## config.mk

```make
export PLATFORM = sky130hd
export DESIGN_NAME = branch_predictor
export DESIGN_NICKNAME = d
export VERILOG_FILES = /design/src/rtl/branch_predictor.sv
export SDC_FILE = /design/constraint.sdc
export NUM_CORES = 1
export LEC_CHECK = 0
export ABC_CLOCK_PERIOD_IN_PS = 5810
export BUFFER_PORTS_ARGS = -buffer_cell sky130_fd_sc_hd__buf_2
export CORE_ASPECT_RATIO = 1.5
export CORE_MARGIN = 2
export CORE_UTILIZATION = 45
export CTS_CLUSTER_DIAMETER = 120
export DETAILED_ROUTE_END_ITERATION = 7
export PLACE_DENSITY_LB_ADDON = 0.05
export SLEW_MARGIN = 20
export SYNTH_ARGS = -nofsm -noshare
export SYNTH_HDL_FRONTEND = slang
export SYNTH_SLANG_ARGS = --single-unit
```

## constraint.sdc

```tcl
create_clock -name clk -period 5.81 [get_ports clk]
set_input_delay 1.162 -clock clk [delete_from_list [all_inputs] [get_ports clk]]
set_output_delay 1.162 -clock clk [all_outputs]
set_load 0.005 [all_outputs]
```

## src/rtl/branch_predictor.sv

```systemverilog
// Dynamic branch predictor for the fetch stage: direct-mapped BTB with per-entry
// saturating counters, trained from EX, plus branch/mispredict statistics.
module branch_predictor #(
    parameter int PC_W    = 16,
    parameter int ENTRIES = 16,
    parameter int TAG_W   = 8,
    parameter int CNT_W   = 2,
    parameter int STAT_W  = 16
) (
    input  logic              clk,
    input  logic              rst_n,
    input  logic [PC_W-1:0]   pc,
    output logic              pred_taken,
    output logic [PC_W-1:0]   pred_pc,
    input  logic              upd_valid,
    input  logic              upd_is_branch,
    input  logic [PC_W-1:0]   upd_pc,
    input  logic              upd_taken,
    input  logic [PC_W-1:0]   upd_target,
    input  logic              upd_pred_taken,
    input  logic [PC_W-1:0]   upd_pred_pc,
    output logic              mispredict,
    input  logic              bp_clear,
    output logic [STAT_W-1:0] stat_branches,
    output logic [STAT_W-1:0] stat_mispredicts
);

    localparam int IDX_W = $clog2(ENTRIES);

    localparam logic [CNT_W-1:0]  CNT_WEAK_NT = {1'b0, {(CNT_W-1){1'b1}}};
    localparam logic [CNT_W-1:0]  CNT_WEAK_T  = {1'b1, {(CNT_W-1){1'b0}}};
    localparam logic [CNT_W-1:0]  CNT_MAX     = '1;
    localparam logic [STAT_W-1:0] STAT_MAX    = '1;

    typedef struct packed {
        logic             valid;
        logic [TAG_W-1:0] tag;
        logic [PC_W-1:0]  target;
        logic [CNT_W-1:0] cnt;
    } entry_t;

    entry_t ents [ENTRIES];

    // Lookup side: purely combinational from registered table state.
    logic [IDX_W-1:0] lk_idx;
    logic [TAG_W-1:0] lk_tag;
    logic             lk_hit;
    logic [PC_W-1:0]  lk_pc_inc;
    entry_t           lk_ent;

    assign lk_idx    = pc[IDX_W:1];
    assign lk_tag    = pc[IDX_W+TAG_W:IDX_W+1];
    assign lk_ent    = ents[lk_idx];
    assign lk_hit    = lk_ent.valid && (lk_ent.tag == lk_tag);
    assign lk_pc_inc = pc + PC_W'(2);

    assign pred_taken = lk_hit && lk_ent.cnt[CNT_W-1];
    assign pred_pc    = pred_taken ? lk_ent.target : lk_pc_inc;

    // Update side: resolution from EX.
    logic [IDX_W-1:0] up_idx;
    logic [TAG_W-1:0] up_tag;
    logic             up_hit;
    logic [PC_W-1:0]  up_actual_pc;
    entry_t           up_ent;
    logic [CNT_W-1:0] cnt_next;
    logic             is_branch_upd;
    logic             do_train;
    logic             do_alloc;
    logic             do_inval;

    assign up_idx       = upd_pc[IDX_W:1];
    assign up_tag       = upd_pc[IDX_W+TAG_W:IDX_W+1];
    assign up_ent       = ents[up_idx];
    assign up_hit       = up_ent.valid && (up_ent.tag == up_tag);
    assign up_actual_pc = upd_taken ? upd_target : upd_pc + PC_W'(2);

    assign is_branch_upd = upd_valid && upd_is_branch;
    assign mispredict    = is_branch_upd && (upd_pred_pc != up_actual_pc);

    assign do_train = is_branch_upd && up_hit;
    assign do_alloc = is_branch_upd && !up_hit && upd_taken;
    assign do_inval = upd_valid && !upd_is_branch && up_hit;

    // NOTE: every variable assigned in always_comb gets a default first, so no
    // path leaves it unassigned and no latch is inferred.
    always_comb begin
        cnt_next = up_ent.cnt;
        if (upd_taken) begin
            if (up_ent.cnt != CNT_MAX) cnt_next = up_ent.cnt + 1'b1;
        end else begin
            if (up_ent.cnt != '0) cnt_next = up_ent.cnt - 1'b1;
        end
    end

    // One register bank per entry; a shared write decode picks the indexed one.
    for (genvar g = 0; g < ENTRIES; g++) begin : g_entry
        entry_t ent_q;
        logic   sel;

        assign sel     = (up_idx == IDX_W'(g));
        assign ents[g] = ent_q;

        // NOTE: the table itself is reset (not just the valid bits) because the
        // counters must come up weakly not-taken and targets must read as zero.
        always_ff @(posedge clk or negedge rst_n) begin
            if (!rst_n) begin
                ent_q.valid  <= 1'b0;
                ent_q.tag    <= '0;
                ent_q.target <= '0;
                ent_q.cnt    <= CNT_WEAK_NT;
            end else if (bp_clear) begin
                ent_q.valid <= 1'b0;
                ent_q.cnt   <= CNT_WEAK_NT;
            end else if (sel) begin
                if (do_alloc) begin
                    ent_q.valid  <= 1'b1;
                    ent_q.tag    <= up_tag;
                    ent_q.target <= upd_target;
                    ent_q.cnt    <= CNT_WEAK_T;
                end else if (do_train) begin
                    ent_q.cnt <= cnt_next;
                    if (upd_taken) ent_q.target <= upd_target;
                end else if (do_inval) begin
                    ent_q.valid <= 1'b0;
                end
            end
        end
    end

    // NOTE: state registers use non-blocking assignments so every flop samples
    // the pre-edge values regardless of statement order.
    always_ff @(posedge clk or negedge rst_n) begin
        if (!rst_n) begin
            stat_branches    <= '0;
            stat_mispredicts <= '0;
        end else begin
            if (is_branch_upd && stat_branches != STAT_MAX)
                stat_branches <= stat_branches + 1'b1;
            if (mispredict && stat_mispredicts != STAT_MAX)
                stat_mispredicts <= stat_mispredicts + 1'b1;
        end
    end

    // Only the index/tag slices of the PCs matter; the fetch-time direction
    // is implied by upd_pred_pc.
    logic unused_bits;
    assign unused_bits = ^{pc, upd_pc, upd_pred_taken};

endmodule
```

==> summary.md <==
| Metric | Value |
|---|---|
| Max Root-Sink Buffers | `3` |
| LEAKAGE | `0.01217 µW` |
| First-pass GRT wire length | `108200 µm` |
| Clk Latency, worst-skew pair | `600 ps` |
| Slew HR | `0.3485` |
| Worst slew pin tran | `977.2 ps` |
| Power Total | `7788 µW` |
| Nets@finish | `1944` |
| CP endpoint kind | `output port` |
| Final wirelength | `71140 µm` |
| Hold Vio Cnt, Final | `0` |
| Layout Cells excl Fill | `2587` |
| RSZ-0062 raised after global routing | `no` |
| # IOs | `121` |
| GRT Util Overall | `0.2655` |
| Die Area | `55330 µm²` |
| Root buffer cell | `clkbuf_16` |
| Final worst setup slack | `249.8 ps` |
| Site Rows | `103` |
| Main synth FF type | `dfrtp_1` |
| Die Ht | `287.1 µm` |
| Vias | `15690` |
| CTS clk-pin slew, worst paths | `60 ps` |
| Hold bufs inserted after CTS | `0` |
| FILL cells | `4599` |
| Synth Net Count | `1831` |
| Required time worst endpoint | `4650 ps` |
| Worst-path fanout max | `33` |
| Yosys warning count | `0` |
| DR WL/cell | `27.50 µm` |
| First DRT Iteration DRCs | `923` |
| Async S/R FF share, synth | `1.000` |
| Multi-input gate area | `11860 µm²` |
| CTS resizes | `0` |
| Number of CTS-inserted buffers | `48` |
| First-pass detailed-route iteration total | `5` |
| Sequential area share after synthesis | `0.4838` |
| Max Transition Viols Final | `0` |
| Share of layout cells above drive strength 1 | `0.4475` |
| Final setup viols | `0` |
| Critical path type | `input pin to output port` |
| Hold crit path type | `flip-flop to flip-flop` |
| Die width | `192.7 µm` |
| Layout Utilization | `0.5145` |
| Antenna violations before repair | `3` |
| Pwr dens | `287.2 nW/µm²` |
| Critical path startpoint category | `input pin` |
| Clk sink count | `464` |
| WP data arrival | `4400 ps` |
| Max Cap Violations | `0` |
| Cells after Synth | `1753` |
| Area grow syn2layout | `12.80%` |
| #FFs+latches synth | `464` |
| GPL Wtd Cong | `0.8165` |
| Inst Count DP | `2498` |
| TritonCTS clock tree | `built` |
| Gr ovfl total | `0` |
| Core Area | `52710 µm²` |
| Synth unique cells | `67` |
| Post-CTS setup buffers | `0` |
| Status | `complete, no violations` |
| Maximum VDD drop | `234.6 µV` |
| Most common cell after layout, fill and taps aside | `dfrtp_1` |
| Reg area | `11630 µm²` |
| Fin Setup TNS | `0 ps` |
| Post-synth EDFFs | `0` |
| Vias/cell | `6.063` |
| Pre-CTS setup slack | `235.0 ps` |
| Port bufs | `119` |
| H-tree levels | `2` |
| Max Fclk | `179.9 MHz` |
| Final min period | `5560 ps` |
| DRC violations left | `0` |
| Clock skew | `15.10 ps` |
| Largest net degree at the start of global routing | `141` |
| Routed Antenna Nets | `0` |
| Synthesized area | `24040 µm²` |
| Vias in the first global route | `16840` |
| HPWL after DPL | `47370 µm` |
| Final worst-path cycle share | `0.9570` |
| Starting density of the core | `0.4561` |
| Most frequent cells in the layout | `dfrtp_1 (448), mux2_2 (393), mux4_2 (155)` |
| Syn_area_per_cell | `13.71 µm²` |
state kept, by name, indices dropped and copies added (netlist names):
register          count
stat_mispredicts     16
stat_branches        16
ents                432
path summary, 6_finish.rpt:
kind | startpoint | end | slack [ps] | cells after the start
max | pc[2] | pred_pc[5] | 250 | 12
min | stat_branches[10] | stat_branches[10] | 490 | 1
max reg2reg | ents[25] | ents[55] | 2380 | 7
min reg2reg | stat_branches[10] | stat_branches[10] | 490 | 1
max in group asynchronous | rst_n | ents[279] | 3770 | 2
min in group asynchronous | rst_n | stat_mispredicts[10] | 630 | 1
per-stage QoR:
step / area, µm² / hold slack, ps
2_1_floorplan: 24040 / 444.6
6_report: 27120 / 486.3
4_1_cts: 27120 / 488.7
3_5_place_dp: 25590 / 474.3
5_1_grt: 27120 / 506.0
3_3_place_gp: 25590 / 458.4
logic make-up after synthesis:
kind of cell	count (synthesis)	share of synthesized area
xor+xnor	86	0.03133
simple gates	319	0.06573
flops	464	0.4838
mux	598	0.3506
fa+ha+maj	8	0.004059
buf+inv	140	0.02436
compound gates	138	0.04018
cell type report:
type,instances,share of cell area
flip-flops and latches,464,0.4289
inverters,12,0.001661
repair buffers,191,0.04406
clock inverters,11,0.004429
multi-input cells,1149,0.4374
clock buffers,77,0.05200
well taps,682,0.03147
diodes,1,0.00009228
layer usage:
layer	part of all wire	vias to the layer above	track usage
li1	-	6815	-
met1	0.40	8367	0.3367
met2	0.53	382	0.4702
met3	0.041	115	0.03199
met4	0.032	6	0.08550
met5	0.00062	-	0
cells in the mapped netlist (16+ instances only):
cell type | instances | share of area
a21oi_1 | 21 | 0.0044
dfstp_2 | 16 | 0.017
nand4_1 | 16 | 0.0042
mux2i_1 | 41 | 0.017
xnor2_1 | 61 | 0.022
dfrtp_1 | 448 | 0.47
nand3_1 | 52 | 0.011
mux4_2 | 155 | 0.15
o21ai_0 | 31 | 0.0065
clkbuf_1 | 90 | 0.014
mux2_2 | 393 | 0.18
nand2_1 | 95 | 0.015
buf_2 | 21 | 0.0044
nor3_1 | 29 | 0.0060
xor2_1 | 25 | 0.0091
nor2_1 | 50 | 0.0078
worst max-delay path, cell delays in order:
cell and delay [ps]:
buf_4 430, buf_4 500, mux2i_1 130, a21oi_1 180, o211ai_1 130, a31oi_1 240
buf_4 180, or4bb_1 460, nor3_4 180, buf_12 210, mux2_2 400, buf_2 140
power breakdown:
part / switching, µW / internal, µW
sequential: 180 / 3500
combinational: 511 / 524
clock: 1320 / 1750
Note: power is estimated with default switching activity, not from simulation.
